$ cat src/rtl/lfsr_pattern_checker_popcount8.sv
// ============================================================================
// popcount8 : combinational count of set bits in an 8-bit word
// Revision  : 1.0
// ============================================================================
`default_nettype none

module popcount8 (
    input  logic [7:0] data_i,
    output logic [3:0] count_o
);

    always_comb begin
        count_o = 4'd0;
        for (int i = 0; i < 8; i++) begin
            count_o = count_o + {3'd0, data_i[i]};
        end
    end

endmodule

`default_nettype wire

$ cat config.mk
export PLATFORM = sky130hd
export DESIGN_NAME = popcount8
export DESIGN_NICKNAME = d
export VERILOG_FILES = /design/src/rtl/lfsr_pattern_checker_popcount8.sv
export SDC_FILE = /design/constraint.sdc
export NUM_CORES = 1
export LEC_CHECK = 0
export ABC_AREA = 1
export CORE_AREA = 2 2 39 41
export DETAILED_ROUTE_END_ITERATION = 10
export DIE_AREA = 0 0 41 43
export PLACE_DENSITY = 0.44
export SYNTH_ARGS = -nofsm -noshare
export SYNTH_HDL_FRONTEND = slang
export SYNTH_SLANG_ARGS = --single-unit
export TNS_END_PERCENT = 1
$ cat constraint.sdc
create_clock -name vclk -period 4.3
set_input_delay 0.86 -clock vclk [all_inputs]
set_output_delay 0.86 -clock vclk [all_outputs]
set_load 0.02 [all_outputs]
Yosys cells after proc, flatten, opt, wreduce, memory -nomap -nowiden
Cells that the tools add are included.
{ "classes": {"n_addsub": 7} }
{ "op_table": {"columns": ["cell", "count"], "rows": [
  ["$add 4x1->4", 4],
  ["$add 3x1->4", 1],
  ["$add 2x1->3", 1],
  ["$add 1x1->2", 1]
]} }
{ "word_totals": {"input_bits": 8, "out_inout_bits": 4, "ff_bits": 0} }

Depth between registers and ports, before layout
{ "depth": {"ltp_word": 7, "depth_mapped": 11} }

Least setup slack after synthesis
Ideal clock, no wire load.
{ "synth_path": {"path_type": "input port to output port", "start": "in data_i[0]", "end": "out count_o[1]", "setup_slack_ps": 284, "required_time_ps": 3440, "arrival_time_ps": 3156, "n_path_buf": 0, "stages": 9, "cell_sequence": "inv_1 fa_1 fa_1 fa_1 inv_1 ha_1 inv_1 fa_1 inv_1"} }
{ "synth_via": {"elab_chain_cells": 7} }
{ "synth_rtl": {"columns": ["item", "line_no", "text"], "rows": [
  ["from (decl)", "8", "input logic [7:0] data_i,"],
  ["$add 1x1->2", "15", "count_o = count_o + {3'd0, data_i[i]};"],
  ["$add 2x1->3", "15", null],
  ["$add 3x1->4", "15", null],
  ["$add 4x1->4 (4 in series)", "15", null],
  ["to (decl)", "9", "output logic [3:0] count_o"]
]} }
No other way between the ends.

Worst setup path after layout
{ "layout_path": {"start": "in data_i[1]", "end": "out count_o[1]"} }
The elaborated chain is that of the path after synthesis.

==> impl_results.md <==
* Register area at 0 µm²
* Cells after Synth at 29
* Routed len/inst at between 5 and 6 µm
* Routed vias at 191
* Vias per std cell at 3.24
* Max Freq at 239 MHz
* Synth area leaders: fa_1, inv_1, ha_1
* Synth Cell Area at 201 µm²
* Die height at 43 µm
* Critical Path Most Common Cell: fa_1
* Nets@finish at 60
* Synth Area per Inst at 6.95 µm²
* Most frequent cells in the layout: inv_1, nand2_1, clkdlybuf4s50_1
* Hold depth at 8
* Worst-Margin Slew at ~0.21 ns
* Critical Path, Cell by Cell: buf_2, inv_1, fa_1, fa_1, fa_1, inv_1, ha_2, inv_2, fa_2, inv_2, buf_6
* Commonest non-fill, non-tap cell in the layout: inv_1
* P_leak at 0.213 nW
* RePlAce Congestion at approximately 0.68
* P per Cell Area at 275 nW/µm²
* Synth area leader: fa_1
* Yosys cell types at 5
* CLK BUF at 0
* Crit. Startpoint: data_i[1]
* DP Wirelength at 302 µm
* CP max stage cell: fa_1
* Placed cell area at 349 µm²
* Hold Path Origin: data_i[3]
* DR pass1 iterations at 2
* Final wirelength at 340 µm
* VDD IR max at 0.000101 V
* Worst setup SP type: primary input
* Setup ws final at about 0.11 ns
* Number of DRC markers in iteration 0 at 1
* Gr ovfl total at 0
* Antenna violations before repair at 0
* Register area share after synthesis at 0
* Fin Setup TNS at 0 ns
* Cts hold-fix bufs at 0
* Global-route total usage across every layer at 0.0382
* Final Cycle Share at 0.975
* Sequential cell count at 0
* Total core area at 1380 µm²
* Share of the synthesized area in the top cell type at 0.398
* Initial Utilization at 0.146
* WHS Endpoint: count_o[2]
* RSZ-0062 raised after global routing: no
* Final setup violation count at 0
* Max incr delay on CP at 0.54 ns
* Layout Cells excl Fill at 59
* Fin crit period at 4.19 ns
* Status: complete, no violations
* Worst min path class: in -> out
* Syn_nets at 44
* Dpl ws at -0.747 ns
* Data required time of the critical path at 3.44 ns
* Post-route ant nets at 0
* WP data arrival at 3.33 ns
* # rows at 14
* Number of diodes at 0
* Max_cap viols at 0
* Final count of hold timing violations at 0
* Dpl cells at 58
* Largest net degree at the start of global routing at 5
* Die ar. at 1760 µm²
* IO buf count at 12
* Design area at 349 µm²
* Vias in the first global route at 145
* Rel. slew slack at 0.863
* Crit-path max FO at 2
* Crit path kind: in -> out
* Critical path capture point type: output pin
* Layout cells sized above 1 at 0.279
* Slew Viols, Final at 0
* Chip width at 41 µm
* First-pass GRT wire length at slightly above 500 µm
* Post-route DRC at 0
* Area delta synth->final at 73.3%
* Io pins at 12
* Yosys warnings at 0
cell type report:
class	count	area [µm²]
well taps	16	20.0
fillers	160	1030
repair buffers	14	123
inverters	16	60.1
multi-input cells	13	146
synth_stat cells:
cell type	n
ha_1	3
nand3_1	1
nand2_1	5
inv_1	16
fa_1	4
stage by stage:
stage	hold slack [ns]	util	total power, mW
after floorplan	1.93	-	0.0540
after global placement	2.89	0.252	0.0940
after detailed placement	2.90	0.252	0.0939
after CTS	2.55	0.252	0.0987
after global routing	2.61	0.252	0.109
final	2.53	0.252	0.0959
per-layer routing:
layer  global-route usage  wire length (µm)  vias up
li1                     -                 -      103
met1               0.0677               145       82
met2               0.0531               158        6
met3                    0                36        0
met4                    0                 0        0
met5                    0                 0        -
report_power, final:
group          switching, mW  internal, mW  total [mW]
Combinational         0.0484        0.0475      0.0959
Sequential                 0             0           0
Clock                      0             0           0
Total                 0.0484        0.0475      0.0959
worst max path at each step:
stage / endpoint / slack, ns / cells past startpoint
floorplan: count_o[1] / 0.28 / 9
global placement: count_o[2] / -0.74 / 13
detailed placement: count_o[2] / -0.75 / 13
CTS: count_o[1] / 0.009 / 11
global route: count_o[3] / 0.03 / 12
finish: count_o[1] / 0.11 / 11
cells by family (layout without fill, tap and decap cells):
logic type | count (synthesis) | in the layout | synth area share
AND/OR/NAND/NOR | 6 | 6 | 0.118
buffers and inverters | 16 | 30 | 0.298
adder cells (fa/ha/maj) | 7 | 7 | 0.584
critical path, delay by kind of cell:
kind / cells / cell delay (ns)
adders and majority gates: 5 / 2.10
buffers and inverters: 6 / 0.37
timing repair:
item	CTS	global route
pin swaps	4	4
endpoints found under the setup margin	4	3
gates resized for setup	28	0
setup buffers	1	0
No activity file was read; power rests on OpenSTA's default activity.
